===== src/rtl/spi_pkg.sv =====
// Shared definitions for the framed SPI slave: default sync byte and FSM state encoding.
package spi_pkg;

    localparam logic [7:0] SYNC_BYTE_DEF = 8'hA5;

    typedef enum logic [1:0] {
        ST_IDLE   = 2'd0,
        ST_ACTIVE = 2'd1,
        ST_END    = 2'd2
    } state_t;

endpackage


===== src/rtl/spi_sync_edge.sv =====
// N-stage synchroniser for an asynchronous level, with single-clk rise/fall strobes
// taken from the two oldest stages.
module spi_sync_edge #(
    parameter int STAGES = 3
) (
    input  logic clk,
    input  logic rst,
    input  logic d_i,
    output logic rise_o,
    output logic fall_o
);

    logic [STAGES-1:0] sync_q;

    // Chain resets low so a CS held low across reset never produces a fall strobe,
    // which keeps a frame already in progress from being picked up mid-way.
    generate
        for (genvar gi = 0; gi < STAGES; gi++) begin : g_stage
            if (gi == 0) begin : g_first
                always_ff @(posedge clk) begin
                    if (rst) sync_q[0] <= 1'b0;
                    else     sync_q[0] <= d_i;
                end
            end else begin : g_next
                always_ff @(posedge clk) begin
                    if (rst) sync_q[gi] <= 1'b0;
                    else     sync_q[gi] <= sync_q[gi-1];
                end
            end
        end
    endgenerate

    assign rise_o =  sync_q[STAGES-2] & ~sync_q[STAGES-1];
    assign fall_o = ~sync_q[STAGES-2] &  sync_q[STAGES-1];

endmodule


===== src/rtl/spi_slave_framed.sv =====
// Framed SPI mode-0 slave: sync byte + NUM_CH setpoint words in, NUM_CH feedback words out,
// setpoints committed atomically on a well-formed frame, bad frames counted.
module spi_slave_framed
    import spi_pkg::*;
#(
    parameter int         NUM_CH    = 2,
    parameter int         DATA_W    = 16,
    parameter int         RESET_VAL = 256,
    parameter logic [7:0] SYNC_BYTE = SYNC_BYTE_DEF
) (
    input  logic                     clk,
    input  logic                     rst,
    input  logic                     SPI_CLK,
    input  logic                     SPI_CS,
    input  logic                     SPI_PICO,
    output logic                     SPI_POCI,
    input  logic [NUM_CH*DATA_W-1:0] rd_data,
    output logic [NUM_CH*DATA_W-1:0] wr_data,
    output logic                     wr_valid,
    output logic                     frame_err,
    output logic [7:0]               err_cnt
);

    localparam int BPW   = DATA_W / 8;
    localparam int NB    = 1 + NUM_CH * BPW;
    localparam int TOT_W = NUM_CH * DATA_W;
    localparam int CNT_W = $clog2(NB + 1);
    localparam logic [CNT_W-1:0] NB_C = CNT_W'(NB);
    localparam logic [TOT_W-1:0] RESET_WORDS = {NUM_CH{DATA_W'(RESET_VAL)}};

    // Payload byte j (0 = ch0 MSB) lives at this bit offset in the flat word vector.
    function automatic int byte_lsb(input int j);
        return (j / BPW) * DATA_W + (BPW - 1 - (j % BPW)) * 8;
    endfunction

    logic sclk_rise, sclk_fall, cs_rise, cs_fall;
    logic [1:0] pico_q;

    spi_sync_edge #(.STAGES(3)) u_sync_sclk (
        .clk(clk), .rst(rst), .d_i(SPI_CLK), .rise_o(sclk_rise), .fall_o(sclk_fall)
    );
    spi_sync_edge #(.STAGES(3)) u_sync_cs (
        .clk(clk), .rst(rst), .d_i(SPI_CS), .rise_o(cs_rise), .fall_o(cs_fall)
    );

    state_t             state_q, state_d;
    logic [2:0]         bit_cnt_q, bit_cnt_d;
    logic [CNT_W-1:0]   byte_cnt_q, byte_cnt_d;
    logic               good_q, good_d;
    logic [7:0]         rx_q, rx_d, tx_q, tx_d;
    logic [TOT_W-1:0]   rd_shadow_q, rd_shadow_d, wr_shadow_q, wr_shadow_d;
    logic [TOT_W-1:0]   wr_data_q, wr_data_d;
    logic               wr_valid_q, wr_valid_d, frame_err_q, frame_err_d;
    logic [7:0]         err_cnt_q, err_cnt_d;
    logic [7:0]         rx_byte;

    always_ff @(posedge clk) begin
        if (rst) begin
            pico_q      <= '0;
            state_q     <= ST_IDLE;
            bit_cnt_q   <= '0;
            byte_cnt_q  <= '0;
            good_q      <= 1'b0;
            rx_q        <= '0;
            tx_q        <= '0;
            rd_shadow_q <= '0;
            wr_shadow_q <= RESET_WORDS;
            wr_data_q   <= RESET_WORDS;
            wr_valid_q  <= 1'b0;
            frame_err_q <= 1'b0;
            err_cnt_q   <= '0;
        end else begin
            pico_q      <= {pico_q[0], SPI_PICO};
            state_q     <= state_d;
            bit_cnt_q   <= bit_cnt_d;
            byte_cnt_q  <= byte_cnt_d;
            good_q      <= good_d;
            rx_q        <= rx_d;
            tx_q        <= tx_d;
            rd_shadow_q <= rd_shadow_d;
            wr_shadow_q <= wr_shadow_d;
            wr_data_q   <= wr_data_d;
            wr_valid_q  <= wr_valid_d;
            frame_err_q <= frame_err_d;
            err_cnt_q   <= err_cnt_d;
        end
    end

    always_comb begin
        state_d     = state_q;
        bit_cnt_d   = bit_cnt_q;
        byte_cnt_d  = byte_cnt_q;
        good_d      = good_q;
        rx_d        = rx_q;
        tx_d        = tx_q;
        rd_shadow_d = rd_shadow_q;
        wr_shadow_d = wr_shadow_q;
        wr_data_d   = wr_data_q;
        wr_valid_d  = 1'b0;
        frame_err_d = 1'b0;
        err_cnt_d   = err_cnt_q;
        rx_byte     = {rx_q[6:0], pico_q[1]};

        case (state_q)
            ST_IDLE: begin
                if (cs_fall) begin
                    state_d     = ST_ACTIVE;
                    bit_cnt_d   = '0;
                    byte_cnt_d  = '0;
                    good_d      = 1'b1;
                    rd_shadow_d = rd_data;
                    tx_d        = SYNC_BYTE;
                end
            end
            ST_ACTIVE: begin
                // A CS edge in the same clk as an SCLK edge takes priority.
                if (cs_rise) begin
                    state_d = ST_END;
                end else if (sclk_rise) begin
                    rx_d      = rx_byte;
                    bit_cnt_d = bit_cnt_q + 3'd1;
                    if (bit_cnt_q == 3'd7) begin
                        byte_cnt_d = (byte_cnt_q == NB_C) ? NB_C : byte_cnt_q + 1'b1;
                        if (byte_cnt_q == '0) begin
                            if (rx_byte != SYNC_BYTE) good_d = 1'b0;
                        end else if (byte_cnt_q == NB_C) begin
                            good_d = 1'b0;
                        end else begin
                            for (int j = 0; j < NB - 1; j++) begin
                                if (byte_cnt_q == CNT_W'(j + 1)) wr_shadow_d[byte_lsb(j) +: 8] = rx_byte;
                            end
                        end
                    end
                end else if (sclk_fall) begin
                    tx_d = {tx_q[6:0], 1'b0};
                    if (bit_cnt_q == 3'd0 && byte_cnt_q != '0) begin
                        tx_d = 8'h00;
                        for (int j = 0; j < NB - 1; j++) begin
                            if (byte_cnt_q == CNT_W'(j + 1)) tx_d = rd_shadow_q[byte_lsb(j) +: 8];
                        end
                    end
                end
            end
            ST_END: begin
                state_d = ST_IDLE;
                if (good_q && byte_cnt_q == NB_C && bit_cnt_q == 3'd0) begin
                    wr_data_d  = wr_shadow_q;
                    wr_valid_d = 1'b1;
                end else begin
                    frame_err_d = 1'b1;
                    if (err_cnt_q != 8'hFF) err_cnt_d = err_cnt_q + 8'd1;
                end
            end
            default: state_d = ST_IDLE;
        endcase
    end

    assign SPI_POCI  = (state_q == ST_ACTIVE) & tx_q[7];
    assign wr_data   = wr_data_q;
    assign wr_valid  = wr_valid_q;
    assign frame_err = frame_err_q;
    assign err_cnt   = err_cnt_q;

endmodule

===== config.mk =====
export PLATFORM = sky130hd
export DESIGN_NAME = spi_slave_framed
export DESIGN_NICKNAME = d
export VERILOG_FILES = /design/src/rtl/spi_pkg.sv /design/src/rtl/spi_sync_edge.sv /design/src/rtl/spi_slave_framed.sv
export SDC_FILE = /design/constraint.sdc
export NUM_CORES = 1
export LEC_CHECK = 0
export ABC_CLOCK_PERIOD_IN_PS = 4400
export BUFFER_PORTS_ARGS = -buffer_cell sky130_fd_sc_hd__buf_2
export CAP_MARGIN = 0
export CORE_AREA = 2 2 148 92
export DETAILED_ROUTE_END_ITERATION = 10
export DIE_AREA = 0 0 150 94
export SLEW_MARGIN = 30
export SYNTH_ARGS = -nofsm -noshare
export SYNTH_HDL_FRONTEND = slang
export SYNTH_SLANG_ARGS = --single-unit

===== constraint.sdc =====
create_clock -name clk -period 4.4 [get_ports clk]
set_input_delay 0.66 -clock clk [delete_from_list [all_inputs] [get_ports clk]]
set_output_delay 0.66 -clock clk [all_outputs]
set_load 0.02 [all_outputs]

==> results summary <==
The flow ran to the end, and the final reports show no timing, DRC or antenna violations. Synthesis produced a netlist with a net count of 709. The peak ir drop on the vdd network came out at 0.000262 V. Ranked by instance count, the synthesized netlist is headed by sky130_fd_sc_hd__nand2_1 (184), sky130_fd_sc_hd__dfxtp_1 (138), sky130_fd_sc_hd__a21oi_1 (82). The data arrival time of the worst path is 3.10 ns.

At the later pin of the worst-skew pair, clock insertion delay measures 0.41 ns. sky130_fd_sc_hd__nand2_1 is the most common cell in the netlist. Ranked by total cell area, the synthesized netlist is headed by sky130_fd_sc_hd__dfxtp_1 (49%), sky130_fd_sc_hd__nand2_1 (12%), sky130_fd_sc_hd__mux2i_1 (7.5%). STA classifies the critical path endpoint as a register.

The overall via count from detail_route is 4864. The count of routing violations after the opening detailed-route iteration came out at 481. The count of flip-flops with a built-in enable after synthesis came out at 0. The synthesized design spends more area on one cell type than any other, namely sky130_fd_sc_hd__dfxtp_1. The headroom to the max-slew limit came out at 44.7%. Cells with a size suffix above 1 make up 17.3% of the layout. The pre-CTS worst setup slack came out at 1.67 ns. At the worst endpoint, the required time is 4.66 ns. The TritonCTS sink count is 138. The slowest stage of the critical path is the sky130_fd_sc_hd__dfxtp_1 cell. CTS placed an instance of sky130_fd_sc_hd__clkbuf_16 at the clock tree root. The area of the die is 14100 um^2.

The final worst clock skew came out at 0.00647 ns. The weighted congestion reported at the end of routability-driven placement came out at 0.887. The period utilization is 64.5%.

STA classifies the critical path startpoint as a register. Among cell families on the critical path, the largest total delay comes from flip-flops. The count of buffering cells on the critical path with inverters included is 1. The number of buffers added to fix hold violations after cts is 0. Clock tree synthesis inserted a total of 17 buffers. The final setup violation count is 0.

The total power per unit cell area came out at 415 nW/um^2. During synthesis, Yosys emitted a total of 0 warnings. The post-route antenna net violation count is 0. The placed wire-length estimate came out at 10100 um. Of the post-synthesis cell area, the part taken by muxes is 7.65%. The first-pass GRT wire length is 23100 um. The slack of the critical path is 1.56 ns. After Yosys synthesis, XOR and XNOR cells account for 0.155% of the synthesized area. Setup repair after global routing left no endpoint under its margin. The area growth from synthesis to layout is 19.2%. The critical path goes through clkinv_1, ha_1, nand2_1, a21oi_1, a2111oi_0, nor4_1. The number of port buffers is 79.

The via count of the first global-routing pass came out at 4388. Buffers added to address setup during post-CTS repair amount to 0. The post-synthesis cell count is 667. The total detailed-routing wirelength is 14500 um.

The compound-gate portion of the synthesized area came out at 15.4%. The area fraction of the dominant cell type after synthesis came out at 49.0%. Among all flip-flop cells after synthesis, the most frequent one is sky130_fd_sc_hd__dfxtp_1. The synthesized area per cell is 8.45 um^2. The final net count is 768.

The actual slew at the worst max-slew pin is 0.828 ns. The hold violation count in the final report came out at 0. The routed design could run at a clock period as short as 2.84 ns.

The register area is 2760 um^2. The post-synthesis adder-cell area fraction came out at 1.11%. 0 antenna diodes ended up in the layout. In the synthesized netlist the async set-or-reset flop fraction comes to 0%. The number of fillers in the final layout came out at 1233. The simple-gate share of the synthesized area is 22.9%. The clock transition time at the flip-flop clock pins of the worst setup and hold paths came out at 0.06 ns. The number of library cell types mapped by synthesis came out at 56.

The total of cells resized after clock tree synthesis came out at 0. The number of detailed-route iterations in the first pass is 7. The pin count of the biggest net entering global routing came out at 62. The total negative setup slack is 0 ns. The effective utilization at floorplan is 44.6%. The max-cap violation count is 0. In this run the number of H-tree levels came out at 4. The global-route usage over all layers came out at 21.5%. The min-delay analysis places its worst path in the category reg -> reg. The largest driver fanout on the critical path came out at 22. The mean number of vias per cell is 5.35. TritonCTS built the clock tree. In this run the cell area of the synthesized design comes to 5640 um^2. The routed length per instance is 15.9 um. The final global-route overflow total came out at 0. In the routed design, unresolved DRC markers number 0. The core region is 12700 um^2. The clock passes through at most 2 buffers. The floorplan die height came out at 94 um. The number of pins exceeding their max-slew limit in the final report came out at 0. The delay of the slowest cell on the worst path came out at 0.73 ns. The cell leakage power came out at 2.77 nW. After synthesis, the largest family of logic cells by area is simple AND/OR/NAND/NOR gates.

The number of standard-cell rows in the floorplan came out at 32. The die extent in x came out at 150 um. In the final layout, the multi-input gates occupy 2670 um^2. The type of the worst setup path is reg -> reg. After synthesis the netlist holds a flip-flop and latch count of 138. The number of antenna violations at the first check in global routing came to 0. The sequential-to-total area share from yosys stat is 49.0%. The boundary pin count came out at 80.

The maximum clock rate came out at 352 MHz.
-- through the flow --
step           util, %  hold slack [ns]  instances  instance area [um^2]  power, W
2_1_floorplan        -            0.414        667                  5640   0.00133
6_report          53.1            0.437        909                  6720   0.00279
4_1_cts           53.1            0.442        909                  6720   0.00281
5_1_grt           53.1            0.463        909                  6720   0.00287
3_3_place_gp      48.3            0.416        876                  6110   0.00136
3_5_place_dp      48.4            0.427        877                  6120   0.00137
-- per-layer routing --
layer	vias up	global-route usage [%]	wire (um)
met2	172	28.4	5520
met4	0	5.97	146
met3	17	6.07	1130
li1	2413	-	-
met5	-	0	0
met1	2262	33.2	7700
-- layout by cell type (no fill, tap or decap), drive strengths merged, types with 4 or more instances in the layout --
| cell type | n |
|---|---|
| dfxtp | 138 |
| nand2b | 7 |
| nand3 | 11 |
| o21ai | 12 |
| nor3 | 8 |
| a31oi | 8 |
| clkbuf | 17 |
| o31ai | 5 |
| clkinv | 7 |
| mux2i | 42 |
| nand2 | 184 |
| buf | 85 |
| o211ai | 10 |
| a21oi | 82 |
| o21bai | 4 |
| nor2b | 18 |
| inv | 11 |
| a32oi | 4 |
| ha | 5 |
| nor2 | 28 |
-- where the power goes --
part	internal (W)	leakage [nW]	switching, W
sequential	0.00126	1.11	0.00000945
clock	0.000891	0.290	0.000560
combinational	0.0000243	1.36	0.0000444
-- state kept, by name, summed over array words and instances, names as in the netlist, 7 cells and up --
name,count
rx_q,7
tx_q,8
wr_shadow_q,32
rd_shadow_q,32
err_cnt,8
wr_data,32
-- cell type report --
class,instances,area share [%]
sequential,138,41.1
multi-input combinational,475,39.7
timing repair buffer,85,6.61
inverter,9,0.503
tap,170,3.16
clock buffer,17,6.33
clock inverter,15,2.57
-- cell families after synthesis --
family,after synthesis
simple gates,283
compound gates,143
flops,138
buf+inv,54
mux,43
fa+ha+maj,5
xor+xnor,1
-- worst reg2reg max path, cell delays in order (launching register included) --
cell and delay (ns):
sky130_fd_sc_hd__dfxtp_1 0.73, sky130_fd_sc_hd__clkinv_1 0.46, sky130_fd_sc_hd__ha_1 0.59, sky130_fd_sc_hd__nand2_1 0.17
sky130_fd_sc_hd__a21oi_1 0.07, sky130_fd_sc_hd__a2111oi_0 0.57, sky130_fd_sc_hd__nor4_1 0.11
-- final timing paths --
kind	to	slack [ns]	cells past startpoint	start
setup / recovery	tx_q[7]	1.56	6	byte_cnt_q[2]
hold / removal	pico_q[1]	0.44	1	pico_q[0]
setup reg to reg	tx_q[7]	1.56	6	byte_cnt_q[2]
hold reg to reg	pico_q[1]	0.44	1	pico_q[0]
Power figures use the tool's default switching activity.
